[src/rtl/bitplane_sequencer_if.sv]
// Job and engine-array handshake bundle for bitplane_sequencer.
// The master drives the job request and the engine-side ready; the slave is the sequencer.
interface bitplane_sequencer_if #(
    parameter int NUM_ENGINES = 8,
    parameter int SLICE_W     = 4,
    parameter int WEIGHT_BITS = 5,
    parameter int LANES       = 4,
    parameter int LANE_W      = 16,
    parameter int PLANE_W     = NUM_ENGINES * SLICE_W,
    parameter int SHIFT_W     = $clog2(WEIGHT_BITS),
    parameter int CFG_W       = $clog2(WEIGHT_BITS + 1)
);
    logic                                  start;
    logic                                  in_ready;
    logic [WEIGHT_BITS*PLANE_W-1:0]        weight_in;
    logic [NUM_ENGINES*LANES*LANE_W-1:0]   data_in;
    logic [CFG_W-1:0]                      cfg_bits;
    logic                                  skip_en;
    logic                                  slice_valid;
    logic                                  slice_ready;
    logic [PLANE_W-1:0]                    slice_weight;
    logic [NUM_ENGINES*LANES*LANE_W-1:0]   slice_data;
    logic [NUM_ENGINES*SHIFT_W-1:0]        shift_out;
    logic [NUM_ENGINES-1:0]                slice_zero_mask;
    logic                                  slice_first;
    logic                                  slice_last;
    logic                                  busy;
    logic                                  done;
    logic [SHIFT_W:0]                      skip_count;

    modport master (
        output start, weight_in, data_in, cfg_bits, skip_en, slice_ready,
        input  in_ready, slice_valid, slice_weight, slice_data, shift_out,
               slice_zero_mask, slice_first, slice_last, busy, done, skip_count
    );

    modport slave (
        input  start, weight_in, data_in, cfg_bits, skip_en, slice_ready,
        output in_ready, slice_valid, slice_weight, slice_data, shift_out,
               slice_zero_mask, slice_first, slice_last, busy, done, skip_count
    );
endinterface

[src/rtl/bitplane_sequencer.sv]
// Latches one weight/data job and steps its eligible bit-planes, lowest first,
// to the engine array over a valid/ready handshake.
module bitplane_sequencer #(
    parameter int NUM_ENGINES = 8,
    parameter int SLICE_W     = 4,
    parameter int WEIGHT_BITS = 5,
    parameter int LANES       = 4,
    parameter int LANE_W      = 16,
    parameter int PLANE_W     = NUM_ENGINES * SLICE_W,
    parameter int SHIFT_W     = $clog2(WEIGHT_BITS),
    parameter int CFG_W       = $clog2(WEIGHT_BITS + 1)
) (
    input  logic                clk,
    input  logic                rst_n,
    bitplane_sequencer_if.slave bus
);
    localparam int IDX_W  = SHIFT_W + 1;
    localparam int WGT_W  = WEIGHT_BITS * PLANE_W;
    localparam int DATA_W = NUM_ENGINES * LANES * LANE_W;

    typedef enum logic [0:0] {
        S_IDLE = 1'b0,
        S_RUN  = 1'b1
    } state_t;

    state_t             r_state;
    state_t             w_state_nxt;
    logic               r_done;
    logic               w_done_nxt;
    logic [WGT_W-1:0]   r_weight;
    logic [DATA_W-1:0]  r_data;
    logic               r_skip_en;
    logic [CFG_W-1:0]   r_n;
    logic [SHIFT_W-1:0] r_ptr;
    logic [IDX_W-1:0]   r_skip_count;
    logic               r_first;

    logic [CFG_W-1:0]       w_n_in;
    logic [WEIGHT_BITS-1:0] w_mask_in;
    logic [WEIGHT_BITS-1:0] w_mask_r;
    logic [IDX_W-1:0]       w_first_in;
    logic [IDX_W-1:0]       w_ptr_inc;
    logic [IDX_W-1:0]       w_next;
    logic                   w_any_in;
    logic                   w_last;
    logic                   w_accept;
    logic                   w_xfer;
    logic [PLANE_W-1:0]     w_plane;
    logic [NUM_ENGINES-1:0] w_zero_mask;

    // A plane is eligible when it lies below the plane count and is not an all-zero plane being skipped.
    function automatic logic [WEIGHT_BITS-1:0] elig_mask(
        input logic [WGT_W-1:0] w,
        input logic [CFG_W-1:0] n,
        input logic             skip
    );
        logic [WEIGHT_BITS-1:0] m;
        for (int b = 0; b < WEIGHT_BITS; b++) begin
            m[b] = (b < int'(n)) && !(skip && (w[b*PLANE_W +: PLANE_W] == {PLANE_W{1'b0}}));
        end
        return m;
    endfunction

    // Lowest eligible index at or above 'from'; returns n when none remains, so
    // (result - from) is always the number of planes passed over.
    function automatic logic [IDX_W-1:0] next_elig(
        input logic [WEIGHT_BITS-1:0] m,
        input logic [IDX_W-1:0]       from,
        input logic [CFG_W-1:0]       n
    );
        logic [IDX_W-1:0] r;
        r = IDX_W'(n);
        for (int b = WEIGHT_BITS - 1; b >= 0; b--) begin
            if (m[b] && (b >= int'(from))) begin
                r = IDX_W'(b);
            end else begin
                r = r;
            end
        end
        return r;
    endfunction

    // Job-acceptance and plane-advance decode.
    always_comb begin
        w_n_in = bus.cfg_bits;
        if (int'(bus.cfg_bits) > WEIGHT_BITS) begin
            w_n_in = CFG_W'(WEIGHT_BITS);
        end else begin
            w_n_in = bus.cfg_bits;
        end
        w_mask_in  = elig_mask(bus.weight_in, w_n_in, bus.skip_en);
        w_first_in = next_elig(w_mask_in, {IDX_W{1'b0}}, w_n_in);
        w_any_in   = (w_first_in < IDX_W'(w_n_in));
        w_mask_r   = elig_mask(r_weight, r_n, r_skip_en);
        w_ptr_inc  = IDX_W'(r_ptr) + {{SHIFT_W{1'b0}}, 1'b1};
        w_next     = next_elig(w_mask_r, w_ptr_inc, r_n);
        w_last     = (w_next >= IDX_W'(r_n));
        w_accept   = bus.start && (r_state == S_IDLE);
        w_xfer     = (r_state == S_RUN) && bus.slice_ready;
    end

    // FSM next-state and done pulse.
    always_comb begin
        w_state_nxt = r_state;
        w_done_nxt  = 1'b0;
        case (r_state)
            S_IDLE: begin
                if (w_accept && w_any_in) begin
                    w_state_nxt = S_RUN;
                end else if (w_accept) begin
                    w_done_nxt = 1'b1;
                end else begin
                    w_state_nxt = S_IDLE;
                end
            end
            S_RUN: begin
                if (w_xfer && w_last) begin
                    w_state_nxt = S_IDLE;
                    w_done_nxt  = 1'b1;
                end else begin
                    w_state_nxt = S_RUN;
                end
            end
            default: begin
                w_state_nxt = S_IDLE;
            end
        endcase
    end

    // FSM state and done registers.
    always_ff @(posedge clk or posedge rst_n) begin
        if (rst_n) begin
            r_state <= S_IDLE;
            r_done  <= 1'b0;
        end else begin
            r_state <= w_state_nxt;
            r_done  <= w_done_nxt;
        end
    end

    // Job latch, plane pointer and skip accounting.
    always_ff @(posedge clk or posedge rst_n) begin
        if (rst_n) begin
            r_weight     <= {WGT_W{1'b0}};
            r_data       <= {DATA_W{1'b0}};
            r_skip_en    <= 1'b0;
            r_n          <= {CFG_W{1'b0}};
            r_ptr        <= {SHIFT_W{1'b0}};
            r_skip_count <= {IDX_W{1'b0}};
            r_first      <= 1'b0;
        end else if (w_accept) begin
            r_weight     <= bus.weight_in;
            r_data       <= bus.data_in;
            r_skip_en    <= bus.skip_en;
            r_n          <= w_n_in;
            r_ptr        <= w_any_in ? w_first_in[SHIFT_W-1:0] : {SHIFT_W{1'b0}};
            r_skip_count <= w_first_in;
            r_first      <= w_any_in;
        end else if (w_xfer) begin
            r_first      <= 1'b0;
            r_skip_count <= r_skip_count + (w_next - w_ptr_inc);
            r_ptr        <= w_last ? r_ptr : w_next[SHIFT_W-1:0];
        end else begin
            r_first      <= r_first;
            r_ptr        <= r_ptr;
            r_skip_count <= r_skip_count;
        end
    end

    // Presentation is decoded from registers only; everything reads zero outside RUN.
    always_comb begin
        w_plane     = r_weight[r_ptr*PLANE_W +: PLANE_W];
        w_zero_mask = {NUM_ENGINES{1'b0}};
        for (int j = 0; j < NUM_ENGINES; j++) begin
            w_zero_mask[j] = (w_plane[j*SLICE_W +: SLICE_W] == {SLICE_W{1'b0}});
        end
        if (r_state == S_RUN) begin
            bus.slice_weight    = w_plane;
            bus.shift_out       = {NUM_ENGINES{r_ptr}};
            bus.slice_zero_mask = w_zero_mask;
            bus.slice_first     = r_first;
            bus.slice_last      = w_last;
        end else begin
            bus.slice_weight    = {PLANE_W{1'b0}};
            bus.shift_out       = {(NUM_ENGINES*SHIFT_W){1'b0}};
            bus.slice_zero_mask = {NUM_ENGINES{1'b0}};
            bus.slice_first     = 1'b0;
            bus.slice_last      = 1'b0;
        end
    end

    assign bus.in_ready    = (r_state == S_IDLE);
    assign bus.slice_valid = (r_state == S_RUN);
    assign bus.busy        = (r_state == S_RUN);
    assign bus.done        = r_done;
    assign bus.slice_data  = r_data;
    assign bus.skip_count  = r_skip_count;
endmodule

[src/flat_wrapper.sv]
// flat-port wrapper written by rule: the top's interface ports become plain ports
module bitplane_sequencer_flat 
#(
    parameter int NUM_ENGINES = 8,
    parameter int SLICE_W     = 4,
    parameter int WEIGHT_BITS = 5,
    parameter int LANES       = 4,
    parameter int LANE_W      = 16,
    parameter int PLANE_W     = NUM_ENGINES * SLICE_W,
    parameter int SHIFT_W     = $clog2(WEIGHT_BITS),
    parameter int CFG_W       = $clog2(WEIGHT_BITS + 1)
)
  (clk, rst_n, bus_start, bus_weight_in, bus_data_in, bus_cfg_bits, bus_skip_en, bus_slice_ready, bus_in_ready, bus_slice_valid, bus_slice_weight, bus_slice_data, bus_shift_out, bus_slice_zero_mask, bus_slice_first, bus_slice_last, bus_busy, bus_done, bus_skip_count);
  bitplane_sequencer_if #(.NUM_ENGINES(NUM_ENGINES), .SLICE_W(SLICE_W), .WEIGHT_BITS(WEIGHT_BITS), .LANES(LANES), .LANE_W(LANE_W), .PLANE_W(PLANE_W), .SHIFT_W(SHIFT_W), .CFG_W(CFG_W)) bus_i ();
  input  logic clk;
  input  logic rst_n;
  input wire logic [$bits(bus_i.start)-1:0] bus_start;
  input wire logic [$bits(bus_i.weight_in)-1:0] bus_weight_in;
  input wire logic [$bits(bus_i.data_in)-1:0] bus_data_in;
  input wire logic [$bits(bus_i.cfg_bits)-1:0] bus_cfg_bits;
  input wire logic [$bits(bus_i.skip_en)-1:0] bus_skip_en;
  input wire logic [$bits(bus_i.slice_ready)-1:0] bus_slice_ready;
  output wire logic [$bits(bus_i.in_ready)-1:0] bus_in_ready;
  output wire logic [$bits(bus_i.slice_valid)-1:0] bus_slice_valid;
  output wire logic [$bits(bus_i.slice_weight)-1:0] bus_slice_weight;
  output wire logic [$bits(bus_i.slice_data)-1:0] bus_slice_data;
  output wire logic [$bits(bus_i.shift_out)-1:0] bus_shift_out;
  output wire logic [$bits(bus_i.slice_zero_mask)-1:0] bus_slice_zero_mask;
  output wire logic [$bits(bus_i.slice_first)-1:0] bus_slice_first;
  output wire logic [$bits(bus_i.slice_last)-1:0] bus_slice_last;
  output wire logic [$bits(bus_i.busy)-1:0] bus_busy;
  output wire logic [$bits(bus_i.done)-1:0] bus_done;
  output wire logic [$bits(bus_i.skip_count)-1:0] bus_skip_count;
  assign bus_i.start = bus_start;
  assign bus_i.weight_in = bus_weight_in;
  assign bus_i.data_in = bus_data_in;
  assign bus_i.cfg_bits = bus_cfg_bits;
  assign bus_i.skip_en = bus_skip_en;
  assign bus_i.slice_ready = bus_slice_ready;
  assign bus_in_ready = bus_i.in_ready;
  assign bus_slice_valid = bus_i.slice_valid;
  assign bus_slice_weight = bus_i.slice_weight;
  assign bus_slice_data = bus_i.slice_data;
  assign bus_shift_out = bus_i.shift_out;
  assign bus_slice_zero_mask = bus_i.slice_zero_mask;
  assign bus_slice_first = bus_i.slice_first;
  assign bus_slice_last = bus_i.slice_last;
  assign bus_busy = bus_i.busy;
  assign bus_done = bus_i.done;
  assign bus_skip_count = bus_i.skip_count;
  bitplane_sequencer #(.NUM_ENGINES(NUM_ENGINES), .SLICE_W(SLICE_W), .WEIGHT_BITS(WEIGHT_BITS), .LANES(LANES), .LANE_W(LANE_W), .PLANE_W(PLANE_W), .SHIFT_W(SHIFT_W), .CFG_W(CFG_W)) u_core (.clk(clk), .rst_n(rst_n), .bus(bus_i));
endmodule
[config.mk]
export PLATFORM = sky130hd
export DESIGN_NAME = bitplane_sequencer_flat
export DESIGN_NICKNAME = d
export VERILOG_FILES = /design/src/rtl/bitplane_sequencer_if.sv /design/src/rtl/bitplane_sequencer.sv /design/src/flat_wrapper.sv
export SDC_FILE = /design/constraint.sdc
export NUM_CORES = 2
export LEC_CHECK = 0
export ABC_AREA = 0
export CORE_AREA = 2 2 487 489
export CTS_BUF_LIST = sky130_fd_sc_hd__clkbuf_16
export DETAILED_ROUTE_END_ITERATION = 12
export DIE_AREA = 0 0 489 491
export PLACE_DENSITY = 0.3
export SYNTH_ARGS = -nofsm -noshare
export SYNTH_HDL_FRONTEND = slang
export SYNTH_SLANG_ARGS = --single-unit
[constraint.sdc]
create_clock -name clk -period 30.6 [get_ports clk]
set_input_delay 3.06 -clock clk [delete_from_list [all_inputs] [get_ports clk]]
set_output_delay 3.06 -clock clk [all_outputs]
set_load 0.05 [all_outputs]
==> flow_metrics.tcl <==
set metrics [dict create \
    maxCapViolCount 0 \
    irDropWorstVdd_mv 0.0840 \
    power_frac_clock_pct 18.1 \
    grt_max_degree 160 \
    synthArstFlopShare_pct 100 \
    dieArea_um2 240000 \
    p_sw_mw 3.24 \
    slowest_delay_ns 0.81 \
    clkTransAtPathRegs_ns 0.06 \
    slew_viol_final 0 \
    met1_usage_pct 16.7 \
    met3_usage_pct 5.72 \
    syn_inst 3265 \
    layout.nets 5165 \
    hold_viol 0 \
    cts_setup_buffers 0 \
    skew_ns 0.0362 \
    ys_types 50 \
    ys_ff_latch 686 \
    endpoint_kind "output port" \
    seq_area_frac_synth_pct 60.5 \
    hold_path_class "register to register" \
    cts_resized 0 \
    yosysWarnings 0 \
    coreArea_um2 235000 \
    fmax_mhz 125 \
    crit_top_cell "a21o_1" \
    core.rowCount 178 \
    post-synth-top-count-cell "nand2_1" \
    dp.cells 7521 \
    powerDensity_nw_per_um2 132 \
    hold_buffers 0 \
    sw_frac_of_total_pct 51.6 \
    timing.final.crit_share_pct 26.1 \
    worstPathMaxFanout 39 \
    cts_buffers 96 \
    cts_buffer_depth 3 \
    wl_per_cell_um 23.7 \
    antenna_found_initial 73 \
    first_iter_violations 1649 \
    grt_overflow 0 \
    via_per_inst 3.56 \
    intPower_mw 3.04 \
    final_cell_count_no_fill 7712 \
    worstPathRequired_ns 27.54 \
    clock_sinks 686 \
    drtAntennaViolNets 0 \
    syn_avg_cell_area_um2 8.69 \
    clk_latency_ns 0.73 \
    vias 27400 \
    grt_usage_pct 14.7 \
    total_power_mw 6.28 \
    wirelength_um 183000 \
    grt_pass1_vias 28700 \
    drive_above_1_share_pct 4.66 \
    fin_tns_setup_ns 0 \
    post-dp-hpwl_um 144000 \
    synth_area_um2 28400 \
    cts-root-buf "clkbuf_16" \
    cts_tree "built" \
    rsz0062_at_grt "no" \
    synth_enable_flop_cells 0 \
    busiest_layer "met2" \
    status "finished, final reports clean" \
    worstPathArrival_ns 4.92 \
    die_h_um 491 \
    min_path_cells 2 \
    p_comb_share_pct 55.2 \
    floorplan.initialDensity_pct 12.1 \
    pwr-share-seq_pct 26.8 \
    synth_fp_nets 3961 \
    drtPass1Iterations 5 \
    slew-limit-headroom_pct 31.9 \
    synthToLayoutAreaGrowth_pct 68.0 \
    reg2reg_depth 9 \
    start_kind "register" \
    tightest_slew_ns 1.02 \
    synth-main-ff-cell "dfrtp_1" \
    leakage_nw 21.8 \
    period_needed_ns 7.98 \
    synth_top_area_share_pct 60.5 \
    crit_type "register to output port" \
    synthTopCellsByCount "nand2_1 (2038), dfrtp_1 (686), clkbuf_1 (157)" \
    drc 0 \
    critical-path-slowest-cell "clkdlybuf4s50_1" \
    grt_pass1_wl_um 248000 \
    use_met2_pct 25.9 \
    place_congestion 0.858 \
    synth_top_area_cell "dfrtp_1" \
    die_x_um 489 \
    ys_top_cells_by_area "dfrtp_1 (61%), nand2_1 (27%), mux4_2 (2.5%)" \
    htreeDepth 3 \
    finalSetupViolCount 0 \
    path_cells "buf_4, ha_1, a21boi_0, a21o_1, o211ai_1, or2_2, a221o_1, ha_1, nand2b_1, a21o_1, a21o_1, and2_1, clkdlybuf4s50_1" \
    io_pins 1266 \
    io_buffers 1265 \
]
## power groups by stage
| stage | Combinational (mW) | Clock (mW) | Sequential (mW) |
|---|---|---|---|
| 6_report | 3.46 | 1.14 | 1.68 |
| 5_1_grt | 3.68 | 1.22 | 1.73 |
| 4_1_cts | 3.54 | 1.19 | 1.69 |
| 3_5_place_dp | 3.53 | 0 | 1.69 |
| 3_3_place_gp | 3.54 | 0 | 1.69 |
| 2_1_floorplan | 0.990 | 0 | 2.71 |
## stage by stage
step | cell area, um^2 | worst slack, ns | utilization (%) | hold WS [ns]
global placement | 44500 | 22.74 | 19.0 | 0.457
finish | 47700 | 22.62 | 20.3 | 0.469
global route | 47600 | 22.28 | 20.3 | 0.490
floorplan | 28400 | 8.31 | - | 0.454
CTS | 47600 | 22.47 | 20.3 | 0.475
detailed placement | 44500 | 22.71 | 19.0 | 0.461
## state kept, by name, summed over array words and instances (netlist names)
name                   count
u_core.r_ptr               3
u_core.bus.slice_data    512
u_core.r_weight          160
u_core.bus.skip_count      4
u_core.bus.done            1
u_core.bus.busy            1
u_core.r_first             1
u_core.r_n                 3
u_core.r_skip_en           1
## path summary, 6_finish.rpt
check                      slack (ns)                         end                  startpoint
setup reg to reg                25.20  u_core.bus.slice_data[275]             u_core.bus.busy
max in group asynchronous       24.77  u_core.bus.slice_data[313]                       rst_n
hold / removal                   0.47  u_core.bus.slice_data[434]  u_core.bus.slice_data[434]
min in group asynchronous        2.89   u_core.bus.slice_data[99]                       rst_n
hold reg to reg                  0.47  u_core.bus.slice_data[434]  u_core.bus.slice_data[434]
setup / recovery                22.62              bus_slice_last             u_core.r_ptr[0]
## cell families (layout without fill, tap and decap cells)
group	count (synthesis)	in the layout	synth area share, %
buffers and inverters	207	1489	3.04
DFF	686	686	60.5
adders and majority gates	16	16	0.785
and+or+nand+nor	2238	2238	31.0
muxes	33	33	2.58
other	0	15	0
xor gates and xnor gates	4	4	0.124
AOI/OAI and AO/OA	81	81	2.00
## placed cells by master (no fill, tap or decap), types with 6 or more instances in the layout
| master | Yosys | routed |
|---|---|---|
| a21oi_1 | 12 | 12 |
| a22oi_1 | 32 | 32 |
| buf_4 | 22 | 28 |
| bufinv_16 | 0 | 10 |
| clkbuf_16 | 0 | 96 |
| clkdlybuf4s50_1 | 0 | 1265 |
| clkinv_1 | 1 | 27 |
| clkinv_2 | 0 | 19 |
| dfrtp_1 | 686 | 685 |
| diode_2 | 0 | 15 |
| ha_1 | 13 | 13 |
| inv_1 | 13 | 28 |
| mux4_2 | 32 | 32 |
| nand2_1 | 2038 | 2037 |
| nand4_1 | 22 | 22 |
| nor2_1 | 62 | 62 |
| nor3_1 | 7 | 6 |
| nor4_1 | 66 | 65 |
| nor4b_1 | 11 | 11 |
| o21ai_0 | 11 | 11 |
| or3_1 | 9 | 9 |
| or4_1 | 6 | 6 |
## layer usage
layer  up-vias  share of wire (%)
met5         -               0.26
met4        74                1.7
met3       244                9.6
met2      1086                 49
li1      12700                  -
met1     13300                 39
## area by class of cell
cell class              instances  area, um^2
diodes                         15        37.5
clock buffers                  96        2400
clock inverters                80         703
fillers                     26000      187000
inverters                      15        63.8
multi-input cells            2372       10400
flip-flops and latches        686       17200
well taps                    3150        3940
repair buffers               1298       13000
## worst max-delay path, delay by kind of cell, from the launching register on
family	cells	cell delay (ns)
fa+ha+maj	2	0.60
simple gates	3	0.67
buf+inv	2	1.35
flops	1	0.33
compound gates	6	1.23
No activity file was read; power rests on OpenSTA's default activity.
